--- src/rtl/if_fetch_unit_if.sv ---
// Instruction-memory fetch bus: request/ack handshake with wait states.
// master = fetch unit, slave = instruction memory.
interface if_fetch_unit_if;
    logic        imem_req;
    logic [29:0] imem_addr;
    logic        imem_ack;
    logic [31:0] imem_rdata;

    modport master (output imem_req, output imem_addr, input imem_ack, input imem_rdata);
    modport slave  (input imem_req, input imem_addr, output imem_ack, output imem_rdata);
endinterface

--- src/rtl/if_fetch_unit.sv ---
// Instruction-fetch stage feeding IF/ID: PC ownership, imem handshake, 1-entry skid, redirect/kill.
// Optional macro FETCH_PERF_EN adds saturating perf_fetch_cnt / perf_kill_cnt outputs.
module if_fetch_unit #(
    parameter logic [29:0] RESET_PC = 30'h300
) (
    input  logic               clk,
    input  logic               rst_n,
    if_fetch_unit_if.master    imem,
    input  logic               stall,
    input  logic               redirect,
    input  logic [29:0]        redirect_pc,
    output logic [31:0]        instr_out,
    output logic [29:0]        PC_out,
    output logic               instr_valid
`ifdef FETCH_PERF_EN
    ,
    output logic [31:0]        perf_fetch_cnt,
    output logic [31:0]        perf_kill_cnt
`endif
);

    localparam logic [1:0] IDLE = 2'd0;
    localparam logic [1:0] REQ  = 2'd1;
    localparam logic [1:0] HOLD = 2'd2;
    localparam logic [1:0] KILL = 2'd3;

    logic [1:0]  state_q, state_d;
    logic [29:0] pc_q, pc_d;
    logic [29:0] kaddr_q, kaddr_d;
    logic [31:0] instr_q, instr_d;
    logic [29:0] pco_q, pco_d;
    logic        vld_q, vld_d;
    logic        skv_q, skv_d;
    logic [31:0] skid_instr_q, skid_instr_d;
    logic [29:0] skid_pc_q, skid_pc_d;
    logic        req;
    logic        acc;

    assign req            = (state_q == REQ) || (state_q == KILL);
    assign acc            = req && imem.imem_ack;
    assign imem.imem_req  = req;
    // KILL keeps the abandoned address on the bus; pc already holds the redirect target.
    assign imem.imem_addr = (state_q == KILL) ? kaddr_q : pc_q;
    assign instr_out      = instr_q;
    assign PC_out         = pco_q;
    assign instr_valid    = vld_q;

    always_comb begin
        state_d      = state_q;
        pc_d         = pc_q;
        kaddr_d      = kaddr_q;
        instr_d      = instr_q;
        pco_d        = pco_q;
        vld_d        = vld_q;
        skv_d        = skv_q;
        skid_instr_d = skid_instr_q;
        skid_pc_d    = skid_pc_q;
        if (redirect) begin
            pc_d    = redirect_pc;
            skv_d   = 1'b0;
            instr_d = 32'd0;
            pco_d   = RESET_PC;
            vld_d   = 1'b0;
            // An outstanding request must still complete, so wait it out in KILL.
            if (req && !acc) begin
                state_d = KILL;
                if (state_q == REQ) kaddr_d = pc_q;
            end else begin
                state_d = REQ;
            end
        end else begin
            case (state_q)
                IDLE: state_d = REQ;
                REQ: begin
                    if (imem.imem_ack) begin
                        pc_d = pc_q + 30'd1;
                        if (vld_q && stall) begin
                            skid_instr_d = imem.imem_rdata;
                            skid_pc_d    = pc_q;
                            skv_d        = 1'b1;
                            state_d      = HOLD;
                        end else begin
                            instr_d = imem.imem_rdata;
                            pco_d   = pc_q;
                            vld_d   = 1'b1;
                        end
                    end else if (!stall) begin
                        vld_d   = 1'b0;
                        instr_d = 32'd0;
                    end
                end
                HOLD: begin
                    if (!stall) begin
                        instr_d = skid_instr_q;
                        pco_d   = skid_pc_q;
                        vld_d   = 1'b1;
                        skv_d   = 1'b0;
                        state_d = REQ;
                    end
                end
                KILL: if (imem.imem_ack) state_d = REQ;
                default: state_d = IDLE;
            endcase
        end
    end

    always_ff @(posedge clk or negedge rst_n) begin
        if (!rst_n) begin
            state_q <= IDLE;
            pc_q    <= RESET_PC;
            instr_q <= 32'd0;
            pco_q   <= RESET_PC;
            vld_q   <= 1'b0;
            skv_q   <= 1'b0;
        end else begin
            state_q <= state_d;
            pc_q    <= pc_d;
            instr_q <= instr_d;
            pco_q   <= pco_d;
            vld_q   <= vld_d;
            skv_q   <= skv_d;
        end
    end

    // Skid payload and kill address are only read when their qualifying state says so.
    always_ff @(posedge clk) begin
        kaddr_q      <= kaddr_d;
        skid_instr_q <= skid_instr_d;
        skid_pc_q    <= skid_pc_d;
    end

`ifdef FETCH_PERF_EN
    logic        fetch_ev;
    logic        kill_ev;
    logic [31:0] fetch_cnt_q;
    logic [31:0] kill_cnt_q;

    function automatic logic [31:0] sat_inc(input logic [31:0] v, input logic en);
        return (en && (v != 32'hFFFF_FFFF)) ? v + 32'd1 : v;
    endfunction

    assign fetch_ev = !redirect && (state_q == REQ) && imem.imem_ack;
    assign kill_ev  = acc && (redirect || (state_q == KILL));

    always_ff @(posedge clk or negedge rst_n) begin
        if (!rst_n) begin
            fetch_cnt_q <= 32'd0;
            kill_cnt_q  <= 32'd0;
        end else begin
            fetch_cnt_q <= sat_inc(fetch_cnt_q, fetch_ev);
            kill_cnt_q  <= sat_inc(kill_cnt_q, kill_ev);
        end
    end

    assign perf_fetch_cnt = fetch_cnt_q;
    assign perf_kill_cnt  = kill_cnt_q;
`endif

endmodule

--- src/flat_wrapper.sv ---
// flat-port wrapper written by rule: the top's interface ports become plain ports
module if_fetch_unit_flat 
#(
    parameter logic [29:0] RESET_PC = 30'h300
)
  (clk, rst_n, stall, redirect, redirect_pc, instr_out, PC_out, instr_valid, imem_imem_req, imem_imem_addr, imem_imem_ack, imem_imem_rdata);
  if_fetch_unit_if imem_i ();
  input  logic clk;
  input  logic rst_n;
  input  logic stall;
  input  logic redirect;
  input  logic [29:0] redirect_pc;
  output logic [31:0] instr_out;
  output logic [29:0] PC_out;
  output logic instr_valid;
  output wire logic [$bits(imem_i.imem_req)-1:0] imem_imem_req;
  output wire logic [$bits(imem_i.imem_addr)-1:0] imem_imem_addr;
  input wire logic [$bits(imem_i.imem_ack)-1:0] imem_imem_ack;
  input wire logic [$bits(imem_i.imem_rdata)-1:0] imem_imem_rdata;
  assign imem_imem_req = imem_i.imem_req;
  assign imem_imem_addr = imem_i.imem_addr;
  assign imem_i.imem_ack = imem_imem_ack;
  assign imem_i.imem_rdata = imem_imem_rdata;
  if_fetch_unit #(.RESET_PC(RESET_PC)) u_core (.clk(clk), .rst_n(rst_n), .imem(imem_i), .stall(stall), .redirect(redirect), .redirect_pc(redirect_pc), .instr_out(instr_out), .PC_out(PC_out), .instr_valid(instr_valid));
endmodule
--- config.mk ---
export PLATFORM = sky130hd
export DESIGN_NAME = if_fetch_unit_flat
export DESIGN_NICKNAME = d
export VERILOG_FILES = /design/src/rtl/if_fetch_unit_if.sv /design/src/rtl/if_fetch_unit.sv /design/src/flat_wrapper.sv
export SDC_FILE = /design/constraint.sdc
export NUM_CORES = 1
export LEC_CHECK = 0
export ABC_AREA = 1
export BUFFER_PORTS_ARGS = -buffer_cell sky130_fd_sc_hd__buf_2
export CORE_MARGIN = 2
export CORE_UTILIZATION = 60
export DETAILED_ROUTE_END_ITERATION = 12
export GPL_TIMING_DRIVEN = 0
export PLACE_DENSITY_LB_ADDON = 0.1
export SYNTH_ARGS = -nofsm -noshare
export SYNTH_HDL_FRONTEND = slang
export SYNTH_SLANG_ARGS = --single-unit
export TNS_END_PERCENT = 5
--- constraint.sdc ---
create_clock -name clk -period 10.4 [get_ports clk]
set_input_delay 1.56 -clock clk [delete_from_list [all_inputs] [get_ports clk]]
set_output_delay 1.56 -clock clk [all_outputs]
set_load 0.02 [all_outputs]
==> impl_metrics.env <==
export IMPL_status="complete, no violations"
export IMPL_grt_pass1_vias=6864
export IMPL_io_pins=161
export IMPL_final_antenna_net_count=0
export IMPL_cts_resized=0
export IMPL_design_area_sq_um=10500
export IMPL_cts_tree="built"
export IMPL_yosys_warnings=0
export IMPL_dp_hpwl_microns=17200
export IMPL_hold_slack_ns=0.474
export IMPL_cts_root_buf="clkbuf_16"
export IMPL_num_vias=7699
export IMPL_skew_ns=0.00658
export IMPL_io_buffers=158
export IMPL_fmaxAchievable_mhz=243
export IMPL_nets=1248
export IMPL_synth_area_sq_um=8770
export IMPL_cts_setup_buffers=0
export IMPL_cts_max_level=4
export IMPL_pre_cts_ws_ns=6.71
export IMPL_grt_use_total=0.310
export IMPL_worstPathArrival_ns=2.55
export IMPL_maxSlewViolCount=0
export IMPL_synthCells=997
export IMPL_path_clk_slew_ns=0.07
export IMPL_synth_seq_cells=187
export IMPL_num_antenna_cells=0
export IMPL_tightest_slew_ns=0.938
export IMPL_final_cell_mix="nand2_1 (261), buf_2 (173), nor2_1 (170), edfxtp_1 (92), dfrtp_1 (91)"
export IMPL_ys_seq_area_frac=0.587
export IMPL_required_ns=8.84
export IMPL_setup_viol=0
export IMPL_numClockSinks=187
export IMPL_rsz0062_at_grt="false"
export IMPL_numCtsBuffers=17
export IMPL_place_inst=1345
export IMPL_criticalPathCategory="reg2out"
export IMPL_globalRouteOverflowTotal=0
export IMPL_placedInstanceArea_sq_um=9890
export IMPL_ir_worst_vdd_mv=0.142
export IMPL_detail_route_vias_per_cell=5.59
export IMPL_drt_first_iter_violations=1006
export IMPL_power_mw=3.09
export IMPL_die_h_microns=125
export IMPL_synthesis_nets=1065
export IMPL_worst_slack_ns=6.29
export IMPL_cap_violations=0
export IMPL_hold_viol=0
export IMPL_final_min_clock_period_ns=4.11
export IMPL_routed_wl_microns=24000
export IMPL_power_density_nw_per_um2=295
export IMPL_p_leak_nw=4.77
export IMPL_avgSynthCellArea_sq_um=8.80
export IMPL_hold_class="reg2reg"
export IMPL_die_area_sq_um=15600
export IMPL_multi_input_area_sq_um=3160
export IMPL_path_max_fanout=10
export IMPL_finalCritPeriodShare=0.395
export IMPL_finalNonFillerCells=1377
export IMPL_end_kind="primary output"
export IMPL_antenna_found_initial=0
export IMPL_start_util=0.608
export IMPL_cp_start_kind="flop"
export IMPL_final_common_cell="nand2_1"
export IMPL_drc=0
export IMPL_drive_above_1_share=0.217
export IMPL_synth_cell_type_count=33
export IMPL_syn_to_final_growth_pct=19.4
export IMPL_grt_first_pass_wirelength_microns=37300
export IMPL_holdBufCountCts=0
export IMPL_core_sq_um=14400
export IMPL_grt_max_degree=61
export IMPL_clockBufferDepth=2
export IMPL_fillers=1120
export IMPL_gp_congestion=0.983
export IMPL_drt_pass1_iter_count=5
export IMPL_tns_ns=0
export IMPL_rows=44
export IMPL_wl_per_cell_microns=17.4
export IMPL_die_w_microns=125
export IMPL_final_util=0.726
export IMPL_ff_latch_area_sq_um=5140
export IMPL_insertion_delay_ns=0.43
export IMPL_slew_headroom=0.373
==> cells by family (layout without fill, tap and decap cells) <==
family                     count (synthesis)  count (layout)  share of synthesized area
AOI/OAI and AO/OA                        207             207                      0.138
xor gates and xnor gates                   1               1                   0.000999
adders and majority gates                  1               1                    0.00143
buffers and inverters                    116             312                     0.0549
DFF                                      187             187                      0.587
muxes                                      1               1                    0.00128
and+or+nand+nor                          484             484                      0.217
==> worst paths after layout <==
check                                           from                    to  slack (ns)  cells after the start
worst max-delay path               u_core.state_q[1]     imem_imem_addr[8]        6.29                      5
worst min-delay path            u_core.instr_out[25]  u_core.instr_out[25]        0.47                      2
worst max register to register     u_core.state_q[1]  u_core.skid_pc_q[28]        8.32                      5
worst min register to register  u_core.instr_out[25]  u_core.instr_out[25]        0.47                      2
max in group asynchronous                      rst_n      u_core.PC_out[8]        8.58                      2
min in group asynchronous                      rst_n  u_core.instr_out[20]        1.10                      1
==> state kept, by name, summed over array words and instances, names as in the netlist <==
| register | count |
|---|---|
| u_core.PC_out | 30 |
| u_core.instr_out | 32 |
| u_core.instr_valid | 1 |
| u_core.kaddr_q | 30 |
| u_core.pc_q | 30 |
| u_core.skid_instr_q | 32 |
| u_core.skid_pc_q | 30 |
| u_core.state_q | 2 |
==> Yosys cell counts <==
cell / n / area, sq um
o211ai_2: 1 / 12.5
a21oi_1: 84 / 420
mux2_2: 1 / 11.3
nor3_1: 5 / 25.0
dfrtp_1: 91 / 2280
a21oi_2: 20 / 175
a211oi_1: 2 / 15.0
o21ai_1: 3 / 15.0
xor2_1: 1 / 8.76
nand3_1: 35 / 175
a31oi_1: 1 / 6.26
o21ai_0: 63 / 315
clkbuf_1: 33 / 124
o21ai_2: 1 / 8.76
ha_1: 1 / 12.5
nand4_1: 1 / 6.26
inv_2: 5 / 18.8
nand2_1: 261 / 980
buf_2: 16 / 80.1
buf_1: 1 / 3.75
nor2_4: 1 / 11.3
dfstp_2: 4 / 105
edfxtp_1: 92 / 2760
nor2_2: 1 / 6.26
nor2_1: 171 / 642
o21bai_1: 1 / 7.51
buf_4: 7 / 52.6
or2_2: 3 / 18.8
a22oi_1: 2 / 15.0
nand2_2: 3 / 18.8
o211ai_1: 29 / 218
inv_1: 54 / 203
and2_1: 3 / 18.8
==> worst max-delay path, stage by stage (launching register included) <==
cell	delay, ns
dfrtp_1	0.47
nand2_1	0.22
clkbuf_1	0.51
buf_1	0.53
a21oi_1	0.20
buf_2	0.20
==> power breakdown <==
part | internal, mW | switching [mW] | leakage (nW)
sequential | 0.999 | 0.155 | 2.00
clock | 0.352 | 0.286 | 0.287
combinational | 0.397 | 0.905 | 2.48
==> per-layer routing <==
layer  share of wire  vias up  global-route usage
li1                -     3662                   -
met1            0.43     3574               0.479
met2            0.44      431               0.458
met3            0.11       32              0.0546
met4           0.014        0              0.0830
met5               0        -                   0
==> area by class of cell <==
class                   count  share of cell area
flip-flops and latches    187               0.491
multi-input cells         694               0.301
repair buffers            164              0.0837
clock buffers              22              0.0485
plain buffers              57              0.0248
well taps                 184              0.0220
inverters                  59              0.0211
clock inverters            10             0.00729
(Power assumes the default switching activity.)
